==> src/rtl/keypad_scanner.sv <==
// 4x4 matrix keypad front end: column scan, 2-flop row synchronizer, round classification
// and press/release debounce producing the button/bstate pair for the lock's validity checker.
module keypad_scanner #(
  parameter logic [15:0] SCAN_DIV     = 16'd1000,
  parameter logic [7:0]  DEBOUNCE_CNT = 8'd4,
  parameter logic [63:0] KEYMAP       = 64'hFEDCBA9876543210
) (
  input  logic       hwclk,
  input  logic       reset,
  input  logic [3:0] rows,
  output logic [3:0] cols,
  output logic [3:0] button,
  output logic       bstate,
  output logic       ghost
);

  // state    | meaning
  // IDLE     | no key accepted, waiting for a single-key round
  // PRESS_DB | candidate key seen, counting consecutive identical rounds
  // PRESSED  | key accepted, bstate high, other keys ignored
  // REL_DB   | key accepted, counting consecutive empty rounds
  typedef enum logic [1:0] {IDLE, PRESS_DB, PRESSED, REL_DB} state_t;

  state_t     state, state_n;
  logic [3:0] sync1, rows_s;
  logic [15:0] slot;
  logic [1:0] col;
  logic [1:0] acc_cnt;
  logic [3:0] acc_p;
  logic [2:0] cnt_now, total;
  logic [1:0] row_now;
  logic       slot_end, round_end, r_none, r_key, r_multi;
  logic [3:0] key_p;
  logic [7:0] dc, dc_n, dc_inc;
  logic [3:0] cand, cand_n, button_n;
  logic       bstate_n;

  always_ff @(posedge hwclk or posedge reset) begin
    if (reset) begin
      sync1  <= 4'hF;
      rows_s <= 4'hF;
    end else begin
      sync1  <= rows;
      rows_s <= sync1;
    end
  end

  assign slot_end  = (slot == SCAN_DIV - 16'd1);
  assign round_end = slot_end && (col == 2'd3);
  assign cols      = ~(4'b0001 << col);

  always_comb begin
    cnt_now = 3'd0;
    row_now = 2'd0;
    for (int i = 0; i < 4; i++) begin
      if (!rows_s[i]) begin
        cnt_now = cnt_now + 3'd1;
        row_now = i[1:0];
      end
    end
  end

  // The accumulated count saturates at 2; that is enough to tell NONE, KEY and MULTI apart.
  assign total   = {1'b0, acc_cnt} + cnt_now;
  assign r_none  = (total == 3'd0);
  assign r_key   = (total == 3'd1);
  assign r_multi = (total >= 3'd2);
  assign key_p   = (acc_cnt == 2'd0) ? {row_now, col} : acc_p;
  assign dc_inc  = (dc == 8'hFF) ? dc : dc + 8'd1;

  always_ff @(posedge hwclk or posedge reset) begin
    if (reset) begin
      slot    <= 16'd0;
      col     <= 2'd0;
      acc_cnt <= 2'd0;
      acc_p   <= 4'd0;
      ghost   <= 1'b0;
    end else begin
      ghost <= round_end && r_multi;
      if (slot_end) begin
        slot <= 16'd0;
        col  <= col + 2'd1;
        if (round_end) begin
          acc_cnt <= 2'd0;
          acc_p   <= 4'd0;
        end else begin
          acc_cnt <= r_multi ? 2'd2 : total[1:0];
          acc_p   <= key_p;
        end
      end else begin
        slot <= slot + 16'd1;
      end
    end
  end

  always_ff @(posedge hwclk or posedge reset) begin
    if (reset) begin
      state  <= IDLE;
      dc     <= 8'd0;
      cand   <= 4'd0;
      button <= 4'h0;
      bstate <= 1'b0;
    end else begin
      state  <= state_n;
      dc     <= dc_n;
      cand   <= cand_n;
      button <= button_n;
      bstate <= bstate_n;
    end
  end

  // The threshold is tested on the updated count, so DEBOUNCE_CNT=1 accepts or releases
  // on the very round that starts the streak.
  always_comb begin
    state_n  = state;
    dc_n     = dc;
    cand_n   = cand;
    button_n = button;
    bstate_n = bstate;
    if (round_end) begin
      case (state)
        IDLE, PRESS_DB: begin
          if (r_key) begin
            if (state == PRESS_DB && key_p == cand) begin
              dc_n = dc_inc;
            end else begin
              cand_n = key_p;
              dc_n   = 8'd1;
            end
            if (dc_n >= DEBOUNCE_CNT) begin
              button_n = KEYMAP[{cand_n, 2'b00} +: 4];
              bstate_n = 1'b1;
              state_n  = PRESSED;
            end else begin
              state_n = PRESS_DB;
            end
          end else begin
            state_n = IDLE;
          end
        end
        PRESSED, REL_DB: begin
          if (r_none) begin
            dc_n = (state == REL_DB) ? dc_inc : 8'd1;
            if (dc_n >= DEBOUNCE_CNT) begin
              bstate_n = 1'b0;
              state_n  = IDLE;
            end else begin
              state_n = REL_DB;
            end
          end else begin
            state_n = PRESSED;
          end
        end
        default: state_n = IDLE;
      endcase
    end
  end

endmodule

==> config.mk <==
export PLATFORM = sky130hd
export DESIGN_NAME = keypad_scanner
export DESIGN_NICKNAME = d
export VERILOG_FILES = /design/src/rtl/keypad_scanner.sv
export SDC_FILE = /design/constraint.sdc
export NUM_CORES = 1
export LEC_CHECK = 0
export CAP_MARGIN = 40
export CORE_UTILIZATION = 25
export DETAILED_ROUTE_END_ITERATION = 6
export PLACE_DENSITY_LB_ADDON = 0.25
export SYNTH_ARGS = -nofsm -noshare
export SYNTH_HDL_FRONTEND = slang
export SYNTH_SLANG_ARGS = --single-unit
==> constraint.sdc <==
create_clock -name hwclk -period 5.5 [get_ports hwclk]
set_input_delay 0.55 -clock hwclk [delete_from_list [all_inputs] [get_ports hwclk]]
set_output_delay 0.55 -clock hwclk [all_outputs]
set_load 0.02 [all_outputs]
After elaboration in Yosys (flattened, before gate mapping)
Cells that the tools add are included.
{"block": "op_classes", "add_sub_neg": 7, "n_lt_le_gt_ge": 3, "n_eq_ne": 12, "n_shift": 2, "mux": 35, "n_bitwise": 1, "n_reduce_logical": 12}
{"cell": "2-to-1 mux 8 bit", "count": 8}
{"cell": "variable part select 64 x 7 -> 4 bit, first input constant", "count": 1}
{"cell": "2-to-1 mux 4 bit", "count": 6}
{"cell": "adder 16 x 1 -> 16 bit, second input constant", "count": 1}
{"cell": "equality test 16 x 10 -> 1 bit, second input constant", "count": 1}
{"cell": "greater-or-equal comparator 8 x 3 -> 1 bit, second input constant", "count": 2}
{"cell": "2-to-1 mux 16 bit", "count": 1}
{"cell": "2-to-1 mux 2 bit", "count": 8}
{"cell": "one-hot mux 8 bit (2 select lines)", "count": 1}
{"cell": "adder 3 x 1 -> 3 bit, second input constant", "count": 3}
{"cell": "2-to-1 mux 3 bit", "count": 3}
{"cell": "adder 8 x 1 -> 8 bit, second input constant", "count": 1}
{"cell": "equality test 8 bit, second input constant", "count": 1}
{"cell": "!= test 2 bit, second input constant", "count": 4}
{"cell": "equality test 2 bit, second input constant", "count": 3}
{"cell": "2-to-1 mux 1 bit", "count": 6}
{"cell": "AND reduction 3 bit", "count": 2}
{"cell": "AND reduction 5 bit", "count": 1}
{"cell": "equality test 4 bit", "count": 1}
{"cell": "zero test 2 bit", "count": 2}
{"cell": "inverter 4 bit", "count": 1}
{"cell": "one-hot mux 2 bit (2 select lines)", "count": 1}
{"cell": "AND reduction 4 bit", "count": 1}
{"cell": "OR reduction 2 bit", "count": 2}
{"cell": "9 further kinds", "count": 11}
{"block": "totals", "regBits": 52, "in_bits": 6, "output_inout_bits": 10, "elab_cells": 84}

Logic depth before layout (Yosys ltp)
{"block": "logic_depth", "ltp_word": 16, "mapped_depth": 13, "ltp_nobuf": 12}

Least setup slack after synthesis
No wires, ideal clock.
{"block": "synth_path", "path_kind": "register -> register", "start": "register rows_s[0]", "end": "register button[0]", "t_arrival_ps": 3729, "required_time_ps": 5375, "path_slack_ps": 1646, "stages_incl_launch_ff": 12, "n_path_buf": 0, "cell_sequence": "dfstp_2 inv_1 ha_1 xnor2_1 ha_1 mux2_2 fa_1 xnor3_1 or2b_2 nor4_4 nor4b_4 mux2_4"}
{"block": "synth_via", "elab_chain_len": 10}
{"element": "start: declaration", "line_no": "25", "source": "logic [3:0] sync1, rows_s;"}
{"element": "start signal: assignment", "line_no": "44", "source": "rows_s <= sync1;"}
{"element": "2-to-1 mux 1 bit (*)", "line_no": "56", "source": "if (!rows_s[i]) begin"}
{"element": "adder 3 x 1 -> 3 bit", "line_no": "57", "source": "cnt_now = cnt_now + 3'd1;"}
{"element": "2-to-1 mux 3 bit (*)", "line_no": "56"}
{"element": "adder 3 x 1 -> 3 bit", "line_no": "57"}
{"element": "2-to-1 mux 3 bit (*)", "line_no": "56"}
{"element": "adder 3 x 1 -> 3 bit", "line_no": "57"}
{"element": "2-to-1 mux 3 bit (*)", "line_no": "56"}
{"element": "adder 2 x 3 -> 3 bit (*)", "line_no": "64", "source": "assign total = {1'b0, acc_cnt} + cnt_now;"}
{"element": "equality test 3 x 1 -> 1 bit (*)", "line_no": "66", "source": "assign r_key = (total == 3'd1);"}
{"element": "AND reduction 4 bit (no line) (*)"}
{"element": "end signal: assignment", "line_no": "107", "source": "button <= button_n;"}
{"element": "end: declaration", "line_no": "12", "source": "output logic [3:0] button,"}
Every way passes the cells marked *; elsewhere a longest branch is shown, timed or not.
A chain may end at the register's enable or synchronous reset.

Worst setup path after layout
{"block": "layout_path", "start": "register rows_s[1]", "end": "register button[3]"}
{"block": "layout_via", "elab_chain_len": 12, "word_cells_on_any_way": 24}
{"element": "2-to-1 mux 1 bit", "line_no": "56"}
{"element": "2-to-1 mux 2 bit (2 in series)", "line_no": "56"}
{"element": "2-to-1 mux 4 bit", "line_no": "68", "source": "assign key_p = (acc_cnt == 2'd0) ? {row_now, col} : acc_p;"}
{"element": "equality test 4 bit", "line_no": "124", "source": "if (state == PRESS_DB && key_p == cand) begin"}
{"element": "logical AND 1 bit", "line_no": "124"}
{"element": "2-to-1 mux 8 bit", "line_no": "124"}
{"element": "2-to-1 mux 8 bit", "line_no": "123", "source": "if (r_key) begin"}
{"element": "2-to-1 mux 8 bit", "line_no": "121", "source": "case (state)"}
{"element": "2-to-1 mux 8 bit", "line_no": "120", "source": "if (round_end) begin"}
{"element": "greater-or-equal comparator 8 x 3 -> 1 bit", "line_no": "130", "source": "if (dc_n >= DEBOUNCE_CNT) begin"}
{"element": "AND reduction 4 bit (no line)"}
Several ways; a longest one is shown, not always the timed one. The select of a mux whose other input is x is not followed.

==> summary.md <==
| Metric | Value |
|---|---|
| Required time worst endpoint | roughly 5.7 ns |
| DP HPWL | between 3000 and 4000 um |
| Total wire length | 4940 um |
| Crit path cell chain | inv_1 > ha_1 > xnor2_1 > ha_1 > mux2_2 > fa_1 > xnor3_1 > or2b_2 > nor4_4 > nor4b_4 > mux2_4 |
| Worst-margin pin slew | between 0.6 and 0.7 ns |
| Slew Limit Fails | 0 |
| R2r worst-path depth | 11 |
| First-pass GRT wire length | a little under 9000 um |
| Synth Instances | 242 |
| Vias/cell | ~4.5 |
| PwrDens | roughly 230 nW/um^2 |
| Fin crit share | between 70% and 80% |
| Warnings from Yosys | 0 |
| Vias in the first global route | approximately 1800 |
| Die height | around 110 um |
| Worst EP arrival | approximately 4.3 ns |
| Nets | between 200 and 300 |
| Congestion Overflow GR | 0 |
| Worst setup margin | ~1.4 ns |
| Rel. slew slack | 55.6% |
| IO Port Bufs | 15 |
| Remaining DRCs | 0 |
| CP endpoint kind | register |
| Routability Congestion | slightly above 0.7 |
| Placed Area | about 3000 sq um |
| Post-Syn Area per Cell | approximately 11 sq um |
| Largest net degree at the start of global routing | 53 |
| Syn Nets | 259 |
| Met2 routed WL | between 2000 and 2500 um |
| Reg2reg start | rows_s[1] |
| Worst-Skew Late Latency | ~0.31 ns |
| Worst hold path class | register to register |
| Post-place setup slack | roughly 1.3 ns |
| DR iter-0 viols | 92 |
| Flop2flop setup slack | roughly 1.4 ns |
| Setup bufs post-CTS | 0 |
| Clock-pin transition on the worst setup and hold timing paths | ~0.10 ns |
| Final Setup Violations | 0 |
| Setup TNS | 0 ns |
| Clock Tree Root | clkbuf_8 |
| Highest Clock Rate | 242 MHz |
| Clk buf depth | 2 |
| Worst ir drop on vdd | about 110 uV |
| Routed Antenna Nets | 0 |
| Ys async rst share | 100% |
| Post-CTS Resized | 0 |
| CP Launch Point | rows_s[1] |
| Vias | about 1800 |
| Total power | 706 uW |
| CTS Sinks | between 50 and 60 |
| Total CTS buffers | 5 |
| # IOs | 16 |
| Distinct cells, synth | 55 |
| Initial antenna violation count | 0 |
| Placed cells | 394 |
| Number of synthesized flops with an enable pin | 0 |
| Crit path top cell by count | ha_1 |
| Die Span X | about 110 um |
| WL met1 | approximately 2500 um |
| Top sig layer | met4 |
| Fin crit period | just over 4 ns |
| Synth cell count leaders | dfrtp_1, nor2_1, inv_1 |
| Endpoints failing hold | 0 |
| WS Path Type | register to register |
| Layout area overhead | 17.5% |
| Critical Path Start Type | register |
| Row count | 37 |
| Top cells by area, synth | dfrtp_1, dfstp_2, ha_1 |
| Core Box Area | 10300 sq um |
| Seq/Total Area, Yosys | a little under 50% |
| RR Endpoint | button[3] |
| Status | complete, no violations |
| Layout cells sized above 1 | 16.2% |
| Most common cell in the netlist | dfrtp_1 |
| Antenna cell count | 0 |
| Hold Buf Count CTS | 0 |
| Fin cells | about 400 |
| H-tree lvl count | 2 |
| RSZ-0062 raised after global routing | false |
| Slowest CP cell | dfstp_2 |
| Fin area | 3120 sq um |
| Compound-Gate Fraction of Synth Area | roughly 11% |
| Largest family of logic cells by synthesized area | simple AND/OR/NAND/NOR gates |
| GR Util All Layers | 9.87% |
| Leakage power | 0.00133 uW |
| CTS tree | done |
| Max stage delay on crit path | roughly 0.55 ns |
| Synth Register Bits | 52 |
| Setup Skew | approximately 0.011 ns |
| Crit path max fanout | 8 |
| Met3 WL | ~120 um |
| Simple-Gate Fraction of Synth Area | between 10% and 20% |
| Post-synth top area cell | dfrtp_1 |
| Post-synth top area share | about two fifths |
| Synth Flop Type | dfrtp_1 |
| CP endpoint | button[3] |
| Max Cap Violations | 0 |
| Initial Utilization | 25.7% |
| First-pass DRT Iterations | 6 |
| Hold_sp | sync1[2] |
| Die footprint | between 10000 and 15000 sq um |
| Synth Area in Adders | 5.47% |
| Mux contribution to synthesized area | around 5.0% |
| Xor/xnor share of the synthesized area | between 8 and 9% |
| Syn Std Cell Area | around 2700 sq um |
| Drt wl/cell | approximately 12 um |
## how the worst min path moves through the flow
stage,endpoint,slack (ns),depth (start not counted)
detailed placement,rows_s[2],0.35,0
floorplan,rows_s[0],0.35,0
CTS,rows_s[2],0.36,0
global route,rows_s[2],0.36,0
finish,rows_s[2],0.36,0
global placement,rows_s[2],0.35,0
## stage by stage
step	hold WS (ns)	util, %
global placement	0.348	29.0
CTS	0.362	30.2
detailed placement	0.347	29.0
finish	0.361	30.2
global route	0.364	30.2
floorplan	0.345	-
## worst max-delay path: cells and delay by family, from the launching register on
family / cells / cell delay (ns)
flops: 1 / 0.55
xor+xnor: 2 / 0.59
fa+ha+maj: 3 / 0.96
mux: 2 / 0.62
buf+inv: 1 / 0.06
simple gates: 3 / 1.27
## registers in the layout, indices dropped and copies added, names as in the netlist
name	count
acc_cnt	2
acc_p	4
bstate	1
button	4
cand	4
col	2
dc	8
ghost	1
rows_s	4
slot	16
state	2
sync1	4
## power breakdown
| part | switching (uW) | total [uW] | internal, uW | leakage, uW |
|---|---|---|---|---|
| Clock | 129 | 278 | 149 | 0.0000614 |
| Combinational | 23.2 | 38.1 | 15.0 | 0.000585 |
| Sequential | 2.23 | 390 | 387 | 0.000685 |
## cell families (layout without fill, tap and decap cells)
group | Yosys count | in the layout
xor+xnor | 23 | 23
mux | 11 | 11
compound gates | 41 | 41
simple gates | 84 | 84
buf+inv | 20 | 44
fa+ha+maj | 11 | 11
flops | 52 | 52
## placed cells by master, fill, tap and decap left out, types with 3 or more instances in the layout
cell / count
mux2i_1: 3
o21ai_0: 12
buf_4: 3
clkdlybuf4s50_1: 15
a21oi_1: 6
nand3_1: 12
and3_1: 4
nor3_1: 7
mux2_2: 5
dfstp_2: 8
and2_1: 3
inv_1: 17
mux2_4: 3
xor2_1: 8
nor2_1: 20
clkbuf_8: 6
dfrtp_1: 44
nand2_1: 13
ha_1: 10
a22o_1: 7
xnor2_1: 14
## area by class of cell
cell class / count / area (sq um)
Clock buffer: 6 / 82.6
Clock inverter: 2 / 38.8
Fill cell: 1060 / 7210
Inverter: 18 / 67.6
Multi-Input combinational cell: 170 / 1270
Sequential cell: 52 / 1310
Tap cell: 136 / 170
Timing Repair Buffer: 18 / 173
## per-layer routing
layer / vias up / global-route usage (%)
met5: - / 0
met1: 875 / 13.3
met4: 0 / 2.72
met3: 4 / 2.43
li1: 899 / -
met2: 24 / 15.7
(Power assumes the default switching activity.)
==> variant 1: new RTL, same settings <==
Re-encode `state_t` (4 states) as one-hot, 4 bits wide.
--- a/src/rtl/keypad_scanner.sv
+++ b/src/rtl/keypad_scanner.sv
@@ -21,3 +21,3 @@
   // REL_DB   | key accepted, counting consecutive empty rounds
-  typedef enum logic [1:0] {IDLE, PRESS_DB, PRESSED, REL_DB} state_t;
+  typedef enum logic [3:0] {IDLE = 4'b0001, PRESS_DB = 4'b0010, PRESSED = 4'b0100, REL_DB = 4'b1000} state_t;
 
Formal check against the unedited RTL: no difference found for any inputs over 10 cycles, from zero or initial values and one cycle with reset high; not proved beyond that.
==> variant 1 against the original RTL <==
  * Wire length increased by 10%
  * Total power increased by 13%
  * Setup slack improved by 0.39 ns
  * Die area increased by 7.2%
  * Sequential cell count increased by 2
  * Synthesized cell count increased by 13%
  * Clock power increased by 27%
  * Maximum frequency increased by 11%
  * Design area increased by 6.0%
  * Area after synthesis increased by 7.4%
  * Non-clock buffer count decreased by 1
==> variant 1: results (changes against the original RTL) <==
- The adder and majority cell fraction of the synthesized area is 5.10% (-0.38 points).
- The post-synthesis mux area share came to 3.87% (-1.1 points).
- The post-synthesis cell type count is 60 (+9.1%).
- The routability-driven placement congestion ratio came to 0.772 (+6.2%).
- The proportion of layout cells with a drive suffix above 1 came to 10.4% (-5.8 points).
- The part of the power in combinational logic is 4.8% (-0.6 points).
- The synthesized-area fraction occupied by xor and xnor cells came to 6.94% (-1.2 points).
- The power share of the sequential group is 50.8% (-4.4 points).
- The DRC marker count from the first detailed-route iteration is 67 (-27%).
- The CTS clock-pin slew for the worst setup and hold paths came to 0.07 ns (-0.03 ns).
- The final wirelength was 5440 um (+10%).
- The clock root buffer is sky130_fd_sc_hd__clkbuf_16.
- The post-synth net total is 291 (+12%).
- After synthesis, the most frequently instantiated cells are sky130_fd_sc_hd__dfrtp_1 (45), sky130_fd_sc_hd__nor2_1 (25), sky130_fd_sc_hd__nand2_1 (21).
- The placement-stage worst setup slack is 1.76 ns (+0.447 ns).
- The largest incremental delay on the critical path came to 0.53 ns (-0.02 ns).
- The arrival time of the worst setup path is 3.91 ns (-0.43 ns).
- The source-to-sink clock delay at the later pin of the worst-skew pair was 0.29 ns (-0.02 ns).
- The number of cells in the finished layout apart from fillers is 429 (+6.7%).
- The leakage power total came to 1.45 nW (+8.5%).
- The post-route clock skew is 0.00503 ns (-0.00624 ns).
- The wire length of the first global-routing pass is 9740 um (+11%).
- The worst-case vdd ir drop is 0.114 mV (+4.0%).
- The register area share after synthesis came to 47.8% (-1.6 points).
- The largest fanout on the critical path was 5 (-3).
- The worst slew slack as a fraction of its limit is 54.0% (-1.6 points).
- The sum of net half-perimeters after detailed placement is 3900 um (+9.5%).
- The run finished with clean final reports.
- The power spent charging and discharging nets was 0.164 mW (+6.2%).
- The via count of the first global-routing pass is 1948 (+8.0%).
- The number of placed instances with taps included is 421 (+6.9%).
==> variant 1: cell types whose count changed after synthesis, moves of 4 or more <==
| cell | delta |
|---|---|
| sky130_fd_sc_hd__o21ai_0 | -5 |
| sky130_fd_sc_hd__xnor2_1 | -4 |
| sky130_fd_sc_hd__nand2_1 | +8 |
| sky130_fd_sc_hd__mux2_1 | +4 |
| sky130_fd_sc_hd__a22o_1 | -4 |
| sky130_fd_sc_hd__nor2_1 | +5 |
| sky130_fd_sc_hd__nor2b_1 | +4 |
==> variant 1: layout make-up <==
| class | count | area [um2] | share of cell area (%) |
|---|---|---|---|
| clock buffer | 6 | 129 | 3.90 |
| clock inverter | 2 | 37.5 | 1.14 |
| inverter | 15 | 56.3 | 1.71 |
| multi-input combinational | 195 | 1380 | 41.7 |
| sequential | 54 | 1360 | 41.3 |
| tap | 140 | 175 | 5.31 |
| timing repair buffer | 17 | 165 | 5.00 |
==> variant 1: path summary, 6_finish.rpt <==
kind                            startpoint        end  slack (ns)  depth (start not counted)
worst max-delay path             rows_s[0]  button[0]        1.76                         10
worst min-delay path              sync1[1]  rows_s[1]        0.36                          0
worst max register to register   rows_s[0]  button[0]        1.76                         10
worst min register to register    sync1[1]  rows_s[1]        0.36                          0
max in group asynchronous            reset      dc[2]        4.26                          3
min in group asynchronous            reset   slot[13]        0.76                          3
==> variant 1: per-layer routing <==
metal / wire [um] / share of wire [%] / vias up / GRT usage (%)
met5: 0 / 0 / - / 0
met4: 53 / 0.97 / 0 / 2.90
met3: 164 / 3.0 / 4 / 2.33
met2: 2510 / 46 / 22 / 16.4
met1: 2710 / 50 / 974 / 14.4
li1: - / - / 999 / -
==> variant 2: new RTL, same settings <==
Without the edit above. Change the parameter `KEYMAP` from 64'hFEDCBA9876543210 to 64'h8000000000000000.
--- a/src/rtl/keypad_scanner.sv
+++ b/src/rtl/keypad_scanner.sv
@@ -5,3 +5,3 @@
   parameter logic [7:0]  DEBOUNCE_CNT = 8'd4,
-  parameter logic [63:0] KEYMAP       = 64'hFEDCBA9876543210
+  parameter logic [63:0] KEYMAP       = 64'h8000000000000000
 ) (
Check against the original RTL: no difference found for any inputs over 10 cycles, from zero or initial values and one cycle with reset high; that may be too few to reach the edited logic, so the function may still have changed.
==> variant 2 against the original RTL <==
  * Design area down 5.1%
  * Highest routed layer unchanged
  * Total power shrank 10%
  * Via count shrank 0.11%
  * Setup slack better by 0.21 ns
  * Wire length shrank 6.4%
  * Area after synthesis decreased by 2.0%
  * Sequential cell count down 3
  * Die area down 1.9%
  * Worst hold slack got worse by 0.0025 ns
  * Global-route usage is 0.89 points lower
  * Critical path type unchanged
==> variant 2: results (changes against the original RTL) <==
- The proportion of layout cells with a drive suffix above 1 was 11.3% (-4.9 points).
- The average detailed-routed wire length per instance is 11.6 um (-5.7%).
- The post-synthesis mux area share is 1.97% (-3.0 points).
- The routability-driven placement congestion ratio came to 0.732 (+0.66%).
- The adder and majority cell fraction of the synthesized area is 5.58% (+0.11 points).
- The via count of the first global-routing pass is 1680 (-6.9%).
- Counting instances in the post-synthesis netlist gives the leading cell types as sky130_fd_sc_hd__dfrtp_1 (41), sky130_fd_sc_hd__nand2_1 (18), sky130_fd_sc_hd__nor2_1 (16).
- The DRC marker count from the first detailed-route iteration is 80 (-13%).
- The largest registers in the layout are slot: 16 flops, dc: 8 flops.
- The average vias per placed instance is 4.51 (+0.64%).
- The internal power component is 0.487 mW (-12%).
- The clock distribution power was 0.219 mW (-21%).
- The share of the synthesized area in compound gates (AO/OA/AOI/OAI) is 14.6% (+3.8 points).
- The length of the first detailed-routing pass in iterations is 4 (-2).
- The register area share after synthesis is 47.5% (-1.9 points).
- The number of I/O port buffers is 12 (-3).
- The post-route clock skew was 0.0162 ns (+0.00490 ns).
- The wire length of the first global-routing pass is 7940 um (-9.4%).
- By area the synthesized netlist is led by sky130_fd_sc_hd__dfrtp_1 (39%), sky130_fd_sc_hd__dfstp_2 (8.1%), sky130_fd_sc_hd__ha_1 (4.8%).
- The synthesized-area fraction occupied by xor and xnor cells is 7.94% (-0.17 points).
- The global routing met2 resource utilization is 13.7% (-1.9 points).
- The sum of net half-perimeters after detailed placement was 3440 um (-3.4%).
- The arrival time of the worst setup path is 4.16 ns (-0.18 ns).
- The CTS clock-pin slew for the worst setup and hold paths is 0.08 ns (-0.02 ns).
- The run finished with clean final reports.
- The met3 demand-to-capacity share in global routing came to 2.26% (-0.18 points).
- The maximum number of pins on one net before global-route repair is 33 (-38%).
- The detailed route wirelength on metal3 is 163 um (+35%).
- The slack of the worst reg-to-reg path is 1.57 ns (+0.21 ns).
- The global router's overall resource usage is 8.99% (-0.89 points).
- The met1 track demand over resource came to 12.4% (-0.90 points).
- The largest fanout on the critical path is 7 (-1).
- The wire length the detailed router placed on met1 came to 2330 um (-6.2%).
- The met2 layer wire length in the routed design is 2110 um (-8.6%).
- The overall power of the completed layout is 0.633 mW (-10%).
[variant 2: cell count changes in the layout (fill, tap and decap cells not counted), moves of 4 or more]
cell / before / now
sky130_fd_sc_hd__mux2_2: 5 / 1
sky130_fd_sc_hd__nor2b_1: 1 / 5
sky130_fd_sc_hd__a21oi_1: 6 / 15
sky130_fd_sc_hd__a22o_1: 7 / 1
sky130_fd_sc_hd__nor2_1: 20 / 16
sky130_fd_sc_hd__nand4_1: 2 / 6
sky130_fd_sc_hd__inv_1: 17 / 12
sky130_fd_sc_hd__nand2_1: 13 / 18
[variant 2: final cells by class]
class	count	area, um2
inverters	13	48.8
fillers	1045	6950
clock buffers	6	82.6
multi-input cells	183	1270
clock inverters	2	13.8
repair buffers	13	140
well taps	133	166
flip-flops and latches	49	1240
[variant 2: final timing paths]
kind / cells past startpoint / endpoint / startpoint
max: 12 / dc[1] / rows_s[1]
min: 0 / rows_s[1] / sync1[1]
max reg2reg: 12 / dc[1] / rows_s[1]
min reg2reg: 0 / rows_s[1] / sync1[1]
max in group asynchronous: 3 / rows_s[3] / reset
min in group asynchronous: 2 / slot[14] / reset
[variant 2: cell families after synthesis]
kind of cell / after synthesis
adders and majority gates: 11
xor gates and xnor gates: 22
AOI/OAI and AO/OA: 56
other: 1
DFF: 49
and+or+nand+nor: 86
muxes: 5
buffers and inverters: 24
[variant 2: through the flow]
step	cells	worst slack [ns]	cell area, um2	hold WS [ns]
2_1_floorplan	256	2.00	2610	0.345
3_3_place_gp	390	1.67	2840	0.347
3_5_place_dp	391	1.60	2860	0.347
4_1_cts	399	1.57	2960	0.359
5_1_grt	399	1.33	2960	0.363
6_report	399	1.57	2960	0.358
